File: src/rtl/hazard_ctrl_if.sv
// Bundle between the pipeline control inputs and the hazard unit outputs.
// master drives the ID-stage description and pipeline events; slave is the hazard unit.
interface hazard_ctrl_if;
   logic        id_valid;
   logic [4:0]  id_rs;
   logic [4:0]  id_rt;
   logic        id_uses_rt;
   logic [4:0]  id_rd;
   logic        id_regwrite;
   logic        id_memread;
   logic        branch_taken;
   logic        mem_busy;
   logic [1:0]  c_data1_src;
   logic [1:0]  c_data2_src;
   logic        stall;
   logic        flush;
   logic        freeze;
   logic [15:0] stall_count;

   modport master (
      output id_valid, id_rs, id_rt, id_uses_rt, id_rd, id_regwrite, id_memread,
             branch_taken, mem_busy,
      input  c_data1_src, c_data2_src, stall, flush, freeze, stall_count
   );

   modport slave (
      input  id_valid, id_rs, id_rt, id_uses_rt, id_rd, id_regwrite, id_memread,
             branch_taken, mem_busy,
      output c_data1_src, c_data2_src, stall, flush, freeze, stall_count
   );
endinterface

File: src/rtl/hazard_ctrl.sv
// Hazard unit for a 5-stage MIPS-style pipeline: tracks the EX, MEM and WB
// slots, selects ALU operand forwarding, detects load-use stalls, flushes on a
// taken branch, freezes on a busy data memory and counts lost cycles.
module hazard_ctrl (
   input logic          clk,
   input logic          rst,
   hazard_ctrl_if.slave bus
);

   localparam logic [1:0] SRC_REG = 2'b00;
   localparam logic [1:0] SRC_MEM = 2'b10;
   localparam logic [1:0] SRC_WB  = 2'b01;

   // EX slot (_p0), MEM slot (_p1), WB slot (_p2)
   logic        vld_p0;
   logic [4:0]  rs_p0;
   logic [4:0]  rt_p0;
   logic        uses_rt_p0;
   logic [4:0]  rd_p0;
   logic        regwrite_p0;
   logic        memread_p0;

   logic        vld_p1;
   logic [4:0]  rd_p1;
   logic        regwrite_p1;

   logic        vld_p2;
   logic [4:0]  rd_p2;
   logic        regwrite_p2;

   logic [15:0] stall_cnt;

   logic        prod_p0;
   logic        prod_p1;
   logic        prod_p2;
   logic        load_use;
   logic        stall_c;
   logic        flush_c;
   logic        freeze_c;
   logic        bubble;

   // A slot can forward only if it will really write a non-zero register.
   function automatic logic is_producer(input logic vld, input logic regwrite,
                                        input logic [4:0] rd);
      return vld && regwrite && (rd != 5'd0);
   endfunction

   // EX/MEM beats MEM/WB so the youngest value of a register wins.
   function automatic logic [1:0] fwd_sel(input logic ex_vld, input logic [4:0] src,
                                          input logic mem_prod, input logic [4:0] mem_rd,
                                          input logic wb_prod, input logic [4:0] wb_rd);
      logic [1:0] sel;
      sel = SRC_REG;
      if (ex_vld && mem_prod && (mem_rd == src))
         sel = SRC_MEM;
      else if (wb_prod && (wb_rd == src))
         sel = SRC_WB;
      return sel;
   endfunction

   // Counter increment that sticks at all-ones instead of wrapping.
   function automatic logic [15:0] sat_inc(input logic [15:0] val);
      return (val == 16'hFFFF) ? val : val + 16'd1;
   endfunction

   // Combinational hazard decisions from the slots and the current ID inputs.
   always_comb begin
      prod_p0  = is_producer(vld_p0, regwrite_p0, rd_p0);
      prod_p1  = is_producer(vld_p1, regwrite_p1, rd_p1);
      prod_p2  = is_producer(vld_p2, regwrite_p2, rd_p2);
      load_use = bus.id_valid && prod_p0 && memread_p0 &&
                 ((rd_p0 == bus.id_rs) || (bus.id_uses_rt && (rd_p0 == bus.id_rt)));
      flush_c  = bus.branch_taken && vld_p0;
      stall_c  = load_use && !flush_c;
      freeze_c = bus.mem_busy;
      bubble   = stall_c || flush_c;
   end

   // Operand source selects; operand 2 only forwards when rt is actually read.
   always_comb begin
      bus.c_data1_src = fwd_sel(vld_p0, rs_p0, prod_p1, rd_p1, prod_p2, rd_p2);
      bus.c_data2_src = SRC_REG;
      if (uses_rt_p0)
         bus.c_data2_src = fwd_sel(vld_p0, rt_p0, prod_p1, rd_p1, prod_p2, rd_p2);
   end

   assign bus.stall       = stall_c;
   assign bus.flush       = flush_c;
   assign bus.freeze      = freeze_c;
   assign bus.stall_count = stall_cnt;

   // Slot shift register: ID->EX (or bubble), EX->MEM, MEM->WB; held on freeze.
   always_ff @(posedge clk) begin
      if (rst) begin
         vld_p0      <= 1'b0;
         rs_p0       <= 5'd0;
         rt_p0       <= 5'd0;
         uses_rt_p0  <= 1'b0;
         rd_p0       <= 5'd0;
         regwrite_p0 <= 1'b0;
         memread_p0  <= 1'b0;
         vld_p1      <= 1'b0;
         rd_p1       <= 5'd0;
         regwrite_p1 <= 1'b0;
         vld_p2      <= 1'b0;
         rd_p2       <= 5'd0;
         regwrite_p2 <= 1'b0;
      end else if (!freeze_c) begin
         // MEM -> WB
         vld_p2      <= vld_p1;
         rd_p2       <= rd_p1;
         regwrite_p2 <= regwrite_p1;
         // EX -> MEM
         vld_p1      <= vld_p0;
         rd_p1       <= rd_p0;
         regwrite_p1 <= regwrite_p0;
         // ID -> EX; a bubble carries zeroed fields so it can never match
         if (bubble) begin
            vld_p0      <= 1'b0;
            rs_p0       <= 5'd0;
            rt_p0       <= 5'd0;
            uses_rt_p0  <= 1'b0;
            rd_p0       <= 5'd0;
            regwrite_p0 <= 1'b0;
            memread_p0  <= 1'b0;
         end else begin
            vld_p0      <= bus.id_valid;
            rs_p0       <= bus.id_rs;
            rt_p0       <= bus.id_rt;
            uses_rt_p0  <= bus.id_uses_rt;
            rd_p0       <= bus.id_rd;
            regwrite_p0 <= bus.id_regwrite;
            memread_p0  <= bus.id_memread;
         end
      end
   end

   // Lost-cycle counter: any stall, flush or freeze costs one cycle.
   always_ff @(posedge clk) begin
      if (rst)
         stall_cnt <= 16'd0;
      else if (stall_c || flush_c || freeze_c)
         stall_cnt <= sat_inc(stall_cnt);
   end

endmodule

File: src/flat_wrapper.sv
// flat-port wrapper written by rule: the top's interface ports become plain ports
module hazard_ctrl_flat 
  (clk, rst, bus_id_valid, bus_id_rs, bus_id_rt, bus_id_uses_rt, bus_id_rd, bus_id_regwrite, bus_id_memread, bus_branch_taken, bus_mem_busy, bus_c_data1_src, bus_c_data2_src, bus_stall, bus_flush, bus_freeze, bus_stall_count);
  hazard_ctrl_if bus_i ();
  input logic clk;
  input logic rst;
  input wire logic [$bits(bus_i.id_valid)-1:0] bus_id_valid;
  input wire logic [$bits(bus_i.id_rs)-1:0] bus_id_rs;
  input wire logic [$bits(bus_i.id_rt)-1:0] bus_id_rt;
  input wire logic [$bits(bus_i.id_uses_rt)-1:0] bus_id_uses_rt;
  input wire logic [$bits(bus_i.id_rd)-1:0] bus_id_rd;
  input wire logic [$bits(bus_i.id_regwrite)-1:0] bus_id_regwrite;
  input wire logic [$bits(bus_i.id_memread)-1:0] bus_id_memread;
  input wire logic [$bits(bus_i.branch_taken)-1:0] bus_branch_taken;
  input wire logic [$bits(bus_i.mem_busy)-1:0] bus_mem_busy;
  output wire logic [$bits(bus_i.c_data1_src)-1:0] bus_c_data1_src;
  output wire logic [$bits(bus_i.c_data2_src)-1:0] bus_c_data2_src;
  output wire logic [$bits(bus_i.stall)-1:0] bus_stall;
  output wire logic [$bits(bus_i.flush)-1:0] bus_flush;
  output wire logic [$bits(bus_i.freeze)-1:0] bus_freeze;
  output wire logic [$bits(bus_i.stall_count)-1:0] bus_stall_count;
  assign bus_i.id_valid = bus_id_valid;
  assign bus_i.id_rs = bus_id_rs;
  assign bus_i.id_rt = bus_id_rt;
  assign bus_i.id_uses_rt = bus_id_uses_rt;
  assign bus_i.id_rd = bus_id_rd;
  assign bus_i.id_regwrite = bus_id_regwrite;
  assign bus_i.id_memread = bus_id_memread;
  assign bus_i.branch_taken = bus_branch_taken;
  assign bus_i.mem_busy = bus_mem_busy;
  assign bus_c_data1_src = bus_i.c_data1_src;
  assign bus_c_data2_src = bus_i.c_data2_src;
  assign bus_stall = bus_i.stall;
  assign bus_flush = bus_i.flush;
  assign bus_freeze = bus_i.freeze;
  assign bus_stall_count = bus_i.stall_count;
  hazard_ctrl u_core (.clk(clk), .rst(rst), .bus(bus_i));
endmodule
File: config.mk
export PLATFORM = sky130hd
export DESIGN_NAME = hazard_ctrl_flat
export DESIGN_NICKNAME = d
export VERILOG_FILES = /design/src/rtl/hazard_ctrl_if.sv /design/src/rtl/hazard_ctrl.sv /design/src/flat_wrapper.sv
export SDC_FILE = /design/constraint.sdc
export NUM_CORES = 1
export LEC_CHECK = 0
export ABC_CLOCK_PERIOD_IN_PS = 2500
export BUFFER_PORTS_ARGS = -buffer_cell sky130_fd_sc_hd__buf_2
export CORE_MARGIN = 2
export CORE_UTILIZATION = 30
export DETAILED_ROUTE_END_ITERATION = 10
export PLACE_DENSITY_LB_ADDON = 0.1
export SLEW_MARGIN = 5
export SYNTH_ARGS = -nofsm -noshare
export SYNTH_HDL_FRONTEND = slang
export SYNTH_SLANG_ARGS = --single-unit
File: constraint.sdc
create_clock -name clk -period 2.5 [get_ports clk]
set_clock_uncertainty 0.2 [all_clocks]
set_input_delay 0.25 -clock clk [delete_from_list [all_inputs] [get_ports clk]]
set_output_delay 0.25 -clock clk [all_outputs]
set_load 0.05 [all_outputs]
==> flow_summary_export.csv, run 1 <==
group,metric,value,unit
status,status,"complete, no violations",
placement,dp_hpwl,4313,um
synth,synth_compound_area_frac,0.1576,
power_and_ir_drop,total_power,0.001582,W
synth,ys_warn_count,0,
clocking,clock_path_buffers,2,
final_layout,final_util,0.3950,
clocking,cts_buffers,5,
power_and_ir_drop,power_density,521.0,nW/um2
global_route,grt_pass1_wl,9984,um
placement,dp.cells,388,
sta,rsz0062_at_grt,"true",
placement,port_buffers,45,
synth,synthAdderAreaFrac,0.005305,
global_route,first_global_vias,1925,
detailed_routing,wirelength,5989,um
clocking,cts_tree,"done",
synth,synth_seq_area_share,0.4159,
power_and_ir_drop,p_int,0.001158,W
power_and_ir_drop,seqPwrFrac,0.532,
setup_path,crit_chain,"or4_1 -> o211ai_1 -> or4_4 -> nor4_4 -> buf_6",
setup_path,r2r_end,"u_core.bus.stall_count[15]",
final_layout,drive_above_1_share,0.2662,
synth,synthCells,248,
setup_path,required,2.05,ns
power_and_ir_drop,peakVddDrop,0.2088,mV
placement,dpl_cell_area,2708,um2
hold_path,hold_end,"u_core.rt_p0[4]",
power_and_ir_drop,switching_share,0.2679,
setup_path,worstPathMaxFanout,4,
synth,yosys-mux-area-fraction,0.08276,
clocking,clock-sinks,49,
detailed_routing,drtPass1Iterations,4,
detailed_routing,ant_nets,0,
clocking,clk_latency,0.30,ns
detailed_routing,drc,0,
power_and_ir_drop,p_leak,1.234,nW
sta,worst_pin_slew,0.3592,ns
sta,fin_crit,2.482,ns
sta,slew_headroom,0.7606,
synth,synthSimpleGateAreaFrac,0.1883,
hold_path,hp-start,"bus_id_rt[4]",
final_layout,final_common_cell,"dfxtp_1",
synth,synth_seq_cells,49,
sta,setup_ws,0.01786,ns
placement,gp_congestion,0.7438,
final_layout,finalInstanceArea,3037,um2
placement,dp_slack,0.1540,ns
power_and_ir_drop,power.switching,0.0004239,W
setup_path,r2r_slack,0.34,ns
final_layout,regArea,1001,um2
global_route,antenna_found_initial,0,
synth,syn_nets,272,
power_and_ir_drop,power_frac_clock,0.327,
synth,syn_area_per_cell,9.510,um2
sta,drv_slew,0,
final_layout,fill_cells,818,
power_and_ir_drop,combPwrFrac,0.140,
setup_path,crit_start,"u_core.rd_p2[2]",
sta,max_freq,402.9,MHz
detailed_routing,wire_per_inst,14.61,um
floorplanning,row_count,32,
synth,synth.cell_area,2359,um2
floorplanning,start_util,0.3068,
final_layout,diodes,0,
synth,synthXorXnorAreaFrac,0.1151,
sta,setup_viol,0,
floorplanning,chipWidth,92.67,um
synth,synth_top_family_by_area,"simple AND/OR/NAND/NOR gates",
final_layout,mostFrequentLayoutCells,"dfxtp_1, buf_2, nor2_1, a22o_1, xnor2_1",
clocking,h-tree-depth,2,
synth,yosys-top-cells-area,"dfxtp_1, a22o_1, mux2i_1",
hold_path,holdPathStages,2,
floorplanning,core_area,7687,um2
detailed_routing,vias_per_cell,4.866,
synth,synth_top_area_share,0.4159,
final_layout,instances_no_fill,410,
clocking,path_clk_slew,0.09,ns
sta,post-route-period-util,0.9929,
floorplanning,die_h,92.67,um
floorplanning,ios,46,
global_route,grt_usage,0.1488,
global_route,grt_overflow,0,
setup_path,start_kind,"register",
setup_path,r2r_start,"u_core.rd_p0[0]",
clocking,root_buffer,"clkbuf_8",
detailed_routing,vias,1995,
run,cap_violations,0,
final_layout,multi_input_area,1364,um2
detailed_routing,drtIter0Drc,50,
setup_path,r2r_cells,6,
synth,yosys.area.top_type,"dfxtp_1",
setup_path,slowest_stage,"or4_4",
sta,finalHoldViolCount,0,
setup_path,end_kind,"output pin",
setup_path,worst-setup-path-type,"reg -> out",
synth,yosys.cell_types.count,37,
final_layout,nNetsFinal,331,
final_layout,syn_to_final_growth,28.75,%
hold_path,min-delay-path-class,"in -> reg",
setup_path,critical_path.max_stage_delay,0.58,ns
global_route,grt_start_max_net_pins,22,
floorplanning,die_area,8587,um2
setup_path,cp.arrival,2.03,ns
-- how the worst max path moves through the flow --
| stage | end | slack [ns] | depth (start not counted) |
|---|---|---|---|
| 5_1_grt | bus_c_data1_src[0] | -0.06 | 5 |
| 3_5_place_dp | bus_c_data1_src[0] | 0.15 | 5 |
| 4_1_cts | bus_c_data1_src[0] | 0.004 | 5 |
| 6_report | bus_c_data1_src[0] | 0.02 | 5 |
| 3_3_place_gp | bus_c_data1_src[0] | 0.18 | 5 |
| 2_1_floorplan | bus_c_data1_src[0] | -0.004 | 4 |
-- per-layer routing --
| metal | wire (um) | share of wire | vias up | GRT usage |
|---|---|---|---|---|
| li1 | - | - | 1022 | - |
| met1 | 3138 | 0.52 | 931 | 0.2156 |
| met2 | 2572 | 0.43 | 36 | 0.2238 |
| met3 | 205 | 0.034 | 6 | 0.03092 |
| met4 | 73 | 0.012 | 0 | 0.04044 |
| met5 | 0 | 0 | - | 0 |
-- layout make-up --
class | instances | share of cell area
tap | 102 | 0.04203
timing repair buffer | 64 | 0.1409
sequential | 49 | 0.3296
clock buffer | 7 | 0.03173
multi-input combinational | 183 | 0.4491
inverter | 4 | 0.004944
clock inverter | 1 | 0.001648
-- metrics by stage --
step | hold slack [ns] | setup TNS, ns
2_1_floorplan | 0.1826 | -0.004191
3_3_place_gp | 0.2590 | 0
3_5_place_dp | 0.2662 | 0
4_1_cts | 0.006427 | 0
5_1_grt | 0.002884 | -0.06319
6_report | 0.009961 | 0
-- synth_stat cells --
master      n
dfxtp_1    49
nor2_1     27
a22o_1     19
xnor2_1    17
mux2i_1    15
xor2_1     14
a21oi_1    10
nand3_1     9
nand2_1     8
nand4_1     8
or3_1       8
or4_1       6
clkbuf_1    5
nor2b_1     5
nor4_1      5
o21ai_0     5
inv_1       4
mux2_2      4
buf_1       3
o21ai_1     3
a211oi_1    2
and2_1      2
buf_4       2
buf_6       2
nor3_1      2
o211ai_1    2
o31ai_1     2
a21boi_2    1
a21oi_2     1
a31oi_4     1
and2b_1     1
and3_1      1
and4_1      1
ha_1        1
nor4b_2     1
o2111ai_1   1
o22ai_4     1
-- sequential cells by signal (all words and copies together), names as in the netlist --
name and flops:
u_core.rt_p0 5, u_core.memread_p0 1, u_core.rd_p1 5, u_core.regwrite_p2 1
u_core.regwrite_p0 1, u_core.bus.stall_count 16, u_core.regwrite_p1 1, u_core.rd_p0 5
u_core.rd_p2 5, u_core.rs_p0 5, u_core.vld_p1 1, u_core.vld_p2 1
u_core.uses_rt_p0 1, u_core.vld_p0 1
-- repair_timing --
action | CTS | global route
gates cloned | 0 | 0
hold buffers | 13 | 0
buffers inserted | 0 | 1
endpoints found under the hold margin | 13 | 0
gates resized for setup | 15 | 8
endpoints found under the setup margin | 3 | 6
pin swaps | 2 | 3
-- worst max-delay path: cells and delay by family, from the launching register on --
kind | cells | cell delay (ns)
simple gates | 3 | 1.02
compound gates | 1 | 0.14
buf+inv | 1 | 0.19
flops | 1 | 0.37
-- power by group through the flow --
stage,registers (W),clock network (W),logic (W)
3_3_place_gp,0.000864,0,0.000197
6_report,0.000842,0.000518,0.000222
2_1_floorplan,0.000867,0,0.000130
3_5_place_dp,0.000863,0,0.000196
4_1_cts,0.000846,0.000540,0.000218
5_1_grt,0.000848,0.000578,0.000244
-- logic make-up after synthesis --
group           after synthesis
simple gates                 84
flops                        49
compound gates               48
xor+xnor                     31
mux                          19
buf+inv                      16
fa+ha+maj                     1
Power figures use the tool's default switching activity.
==> inputs of run 2 (changes only) <==
--- a/config.mk
+++ b/config.mk
@@ -11,5 +11,5 @@
 export CORE_UTILIZATION = 30
 export DETAILED_ROUTE_END_ITERATION = 10
-export PLACE_DENSITY_LB_ADDON = 0.1
+export PLACE_DENSITY_LB_ADDON = 0.25
 export SLEW_MARGIN = 5
 export SYNTH_ARGS = -nofsm -noshare
==> constraint.sdc (replaced) <==
create_clock -name clk -period 2.5 [get_ports clk]
set_clock_uncertainty 0.2 [all_clocks]
set_input_delay 0 -clock clk [delete_from_list [all_inputs] [get_ports clk]]
set_output_delay 0 -clock clk [all_outputs]
set_load 0.05 [all_outputs]
==> flow_summary_export.csv, run 2 (synthesis gave the netlist of run 1 again) <==
group,metric,value,unit
status,status,"complete, no violations",
floorplanning,start_util,0.3068,
clocking,clock_path_buffers,2,
floorplanning,die_h,92.67,um
global_route,grt_pass1_wl,9867,um
final_layout,drive_above_1_share,0.2222,
global_route,met1_usage,0.2007,
detailed_routing,drc,0,
global_route,grt_busiest_layer,"met2",
floorplanning,ios,46,
sta,finalHoldViolCount,0,
final_layout,final_common_cell,"dfxtp_1",
floorplanning,core_area,7687,um2
setup_path,critPathTopFamily,"simple AND/OR/NAND/NOR gates",
final_layout,instances_no_fill,417,
clocking,clk_latency,0.30,ns
power_and_ir_drop,switching_share,0.2692,
setup_path,crit_start,"u_core.rd_p1[0]",
global_route,gr-usage-met3,0.02522,
power_and_ir_drop,power.switching,0.0004081,W
sta,max_freq,429.2,MHz
detailed_routing,drtIter0Drc,111,
global_route,grt_overflow,0,
clocking,post_cts_buffers,0,
clocking,clock-sinks,49,
sta,setup_viol,0,
power_and_ir_drop,total_power,0.001516,W
final_layout,mostFrequentLayoutCells,"dfxtp_1, buf_2, nor2_1, dlygate4sd3_1, a22o_1",
placement,gp_congestion,0.7671,
floorplanning,row_count,32,
final_layout,largest_register_ffs,16,
global_route,antenna_found_initial,0,
setup_path,r2r_start,"u_core.bus.stall_count[0]",
clocking,cts_buffers,5,
final_layout,diodes,0,
clocking,cts_tree,"done",
hold_path,hp-start,"bus_mem_busy",
detailed_routing,drtPass1Iterations,4,
global_route,grt_start_max_net_pins,21,
final_layout,nNetsFinal,338,
detailed_routing,wire_per_inst,14.44,um
power_and_ir_drop,combPwrFrac,0.141,
setup_path,crit_chain,"or4_1 -> o2111ai_2 -> nor4_2 -> nor4_4 -> clkbuf_4",
setup_path,worst-setup-path-type,"reg -> out",
detailed_routing,vias_per_cell,4.887,
global_route,first_global_vias,1978,
power_and_ir_drop,power_density,504.5,nW/um2
run,cap_violations,0,
placement,dp_hpwl,4458,um
setup_path,end_kind,"output pin",
power_and_ir_drop,peakVddDrop,0.2462,mV
final_layout,final_util,0.3908,
sta,worst_pin_slew,0.7077,ns
final_layout,syn_to_final_growth,27.37,%
hold_path,min-delay-path-class,"in -> reg",
setup_path,slowest_stage,"or4_1",
global_route,met2_usage,0.2226,
setup_path,crit_cells,5,
placement,dp.cells,389,
sta,slew_headroom,0.5282,
sta,drv_slew,0,
power_and_ir_drop,p_int,0.001108,W
detailed_routing,vias,2038,
power_and_ir_drop,seqPwrFrac,0.560,
setup_path,start_kind,"register",
clocking,path_clk_slew,0.09,ns
setup_path,critical_path.max_stage_delay,0.57,ns
hold_path,holdPathStages,4,
detailed_routing,wirelength,6022,um
setup_path,r2r_cells,7,
power_and_ir_drop,p_leak,1.242,nW
sta,post-route-period-util,0.9319,
setup_path,worstPathMaxFanout,5,
global_route,grt_usage,0.1440,
clocking,root_buffer,"clkbuf_8",
placement,port_buffers,45,
sta,fin_tns_setup,0,ns
clocking,h-tree-depth,2,
sta,rsz0062_at_grt,"false",
floorplanning,die_area,8587,um2
detailed_routing,ant_nets,0,
sta,fin_crit,2.330,ns
setup_path,required,2.30,ns
floorplanning,chipWidth,92.67,um
power_and_ir_drop,power_frac_clock,0.299,
setup_path,crit_buf_inv,1,
setup_path,cp.arrival,2.13,ns
-- run 2: final timing paths --
| check | slack (ns) | endpoint |
|---|---|---|
| setup / recovery | 0.17 | bus_c_data1_src[0] |
| hold / removal | 0.08 | u_core.rd_p1[0] |
| setup reg to reg | 0.23 | u_core.bus.stall_count[1] |
| hold reg to reg | 0.29 | u_core.memread_p0 |
-- run 2: layout make-up --
class / count / area [um2]
Clock buffer: 6 / 72.57
Clock inverter: 2 / 10.01
Fill cell: 834 / 4683
Inverter: 4 / 15.01
Multi-Input combinational cell: 183 / 1323
Sequential cell: 49 / 980.9
Tap cell: 102 / 127.6
Timing Repair Buffer: 71 / 475.5
-- run 2: timing repair --
item,in CTS,in global routing
endpoints found under the hold margin,30,0
resized for setup,0,3
hold buffers,20,0
endpoints found under the setup margin,0,2
-- run 2: per-layer routing --
layer	wire length (um)	up-vias	share of wire
li1	-	1034	-
met1	2985	949	0.50
met2	2721	46	0.45
met3	215	9	0.036
met4	100	0	0.017
met5	0	-	0
-- run 2: worst reg2reg max path, cell delays in order (launching register included) --
cell and delay [ns]:
dfxtp_1 0.40, ha_1 0.20, nand3_1 0.18, nor4b_2 0.32, inv_1 0.11, a31oi_4 0.44
mux2i_1 0.25, nor2_1 0.06
-- run 2: metrics by stage --
step / hold slack [ns] / instance area (um2) / setup WS [ns]
2_1_floorplan: -0.06736 / 2380 / 0.01704
3_3_place_gp: 0.02135 / 2710 / 0.2311
3_5_place_dp: 0.02090 / 2710 / 0.1857
4_1_cts: 0.07232 / 2993 / 0.05073
5_1_grt: 0.07977 / 3004 / 0.01045
6_report: 0.07570 / 3004 / 0.1703
-- run 2: power groups by stage --
stage | Combinational (W) | Sequential [W] | Clock (W)
after detailed placement | 0.000191 | 0.000867 | 0
final | 0.000214 | 0.000848 | 0.000453
after CTS | 0.000215 | 0.000848 | 0.000467
after floorplan | 0.000130 | 0.000867 | 0
after global routing | 0.000233 | 0.000853 | 0.000508
after global placement | 0.000187 | 0.000866 | 0
==> inputs of run 3 (changes only) <==
- CTS_BUF_LIST: unset -> sky130_fd_sc_hd__clkbuf_8
- MAX_ROUTING_LAYER: unset -> met4
- SKIP_LAST_GASP: unset -> 1
==> flow_summary_export.csv, run 3 (synthesis gave the netlist of run 1 again) <==
group,metric,value,unit
clocking,cts_tree,"done",
power_and_ir_drop,p_leak,1.247,nW
final_layout,drive_above_1_share,0.2222,
power_and_ir_drop,power_density,502.0,nW/um2
final_layout,mostFrequentLayoutCells,"dfxtp_1, buf_2, nor2_1, dlygate4sd3_1, a22o_1",
run,cap_violations,0,
setup_path,cp.arrival,2.13,ns
setup_path,slowest_stage,"or4_1",
global_route,met2_usage,0.2232,
setup_path,start_kind,"register",
setup_path,required,2.30,ns
detailed_routing,ant_nets,0,
global_route,gr-usage-met3,0.02441,
final_layout,multi_input_area,1323,um2
detailed_routing,drc,0,
sta,post-route-period-util,0.9310,
floorplanning,chipWidth,92.67,um
global_route,first_global_vias,1983,
final_layout,nNetsFinal,338,
placement,dp.cells,389,
setup_path,worst-setup-path-type,"reg -> out",
detailed_routing,vias,2018,
setup_path,crit_buf_inv,1,
setup_path,crit_chain,"or4_1 -> o2111ai_2 -> nor4_2 -> nor4_4 -> clkbuf_4",
power_and_ir_drop,total_power,0.001508,W
sta,rsz0062_at_grt,"false",
global_route,grt_overflow,0,
placement,dp_hpwl,4458,um
clocking,post_cts_buffers,0,
floorplanning,ios,46,
global_route,antenna_found_initial,0,
setup_path,end_kind,"output pin",
placement,gp_congestion,0.7774,
detailed_routing,drtIter0Drc,138,
sta,drv_slew,0,
final_layout,final_util,0.3908,
global_route,grt_usage,0.1478,
sta,setup_viol,0,
clocking,clk_latency,0.30,ns
detailed_routing,wirelength,5979,um
clocking,clock-sinks,49,
sta,finalHoldViolCount,0,
clocking,path_clk_slew,0.09,ns
clocking,h-tree-depth,2,
floorplanning,start_util,0.3068,
setup_path,worstPathMaxFanout,5,
clocking,root_buffer,"clkbuf_8",
power_and_ir_drop,peakVddDrop,0.2425,mV
floorplanning,die_h,92.67,um
global_route,grt_start_max_net_pins,21,
floorplanning,die_area,8587,um2
detailed_routing,wire_per_inst,14.34,um
final_layout,largest_register_ffs,16,
sta,fin_tns_setup,0,ns
final_layout,diodes,0,
floorplanning,core_area,7687,um2
setup_path,critPathTopFamily,"simple AND/OR/NAND/NOR gates",
sta,max_freq,429.6,MHz
sta,worst_pin_slew,0.6470,ns
sta,slew_headroom,0.5687,
clocking,cts_buffers,5,
final_layout,syn_to_final_growth,27.37,%
floorplanning,row_count,32,
global_route,grt_busiest_layer,"met2",
placement,port_buffers,45,
setup_path,critical_path.max_stage_delay,0.57,ns
final_layout,fill_cells,834,
clocking,clock_path_buffers,2,
detailed_routing,drtPass1Iterations,4,
status,status,"complete, no violations",
final_layout,regArea,980.9,um2
final_layout,final_common_cell,"dfxtp_1",
global_route,grt_pass1_wl,9867,um
detailed_routing,vias_per_cell,4.839,
final_layout,instances_no_fill,417,
sta,fin_crit,2.328,ns
hold_path,min-delay-path-class,"in -> reg",
global_route,met1_usage,0.2002,
[run 3: changes by cell type in the layout (fill, tap and decap cells not counted)]
cell,change
clkbuf_1,-1
inv_1,+1
[run 3: where the power goes]
group	total, W	internal, W	switching [W]
sequential	0.000848	0.000808	0.0000396
clock	0.000447	0.000190	0.000256
combinational	0.000213	0.000105	0.000109
[run 3: cell type report]
type / instances / area share
clock inverter: 3 / 0.004581
tap: 102 / 0.04248
multi-input combinational: 183 / 0.4402
clock buffer: 5 / 0.02291
inverter: 4 / 0.004998
sequential: 49 / 0.3265
timing repair buffer: 71 / 0.1583
[run 3: worst paths after layout]
path              slack, ns                       from                        end  depth (start not counted)
hold / removal         0.08               bus_mem_busy            u_core.rd_p1[0]                          4
hold reg to reg        0.29          u_core.memread_p0          u_core.memread_p0                          1
setup reg to reg       0.23  u_core.bus.stall_count[0]  u_core.bus.stall_count[1]                          7
setup / recovery       0.17            u_core.rd_p1[0]         bus_c_data1_src[0]                          5
[run 3: tightest hold or removal path, stage by stage]
cell	delay, ns
buf_2	0.12
buf_4	0.21
mux2i_1	0.14
nor2_1	0.07
[run 3: what timing repair did]
item,in CTS,in global routing
setup endpoints to repair,0,2
gates resized for setup,0,3
hold buffers,20,0
hold endpoints to repair,30,0
[run 3: through the flow]
| step | cell area (um2) | hold WS [ns] | setup WS, ns |
|---|---|---|---|
| 6_report | 3004 | 0.07972 | 0.1724 |
| 5_1_grt | 3004 | 0.07977 | 0.01016 |
| 4_1_cts | 2993 | 0.07232 | 0.05073 |
| 3_5_place_dp | 2710 | 0.02090 | 0.1857 |
| 3_3_place_gp | 2710 | 0.02135 | 0.2311 |
| 2_1_floorplan | 2380 | -0.06736 | 0.01704 |
[run 3: per-layer routing]
metal,vias up,wire (um)
li1,1032,-
met1,943,2938
met2,37,2796
met3,6,187
met4,0,57
met5,-,0
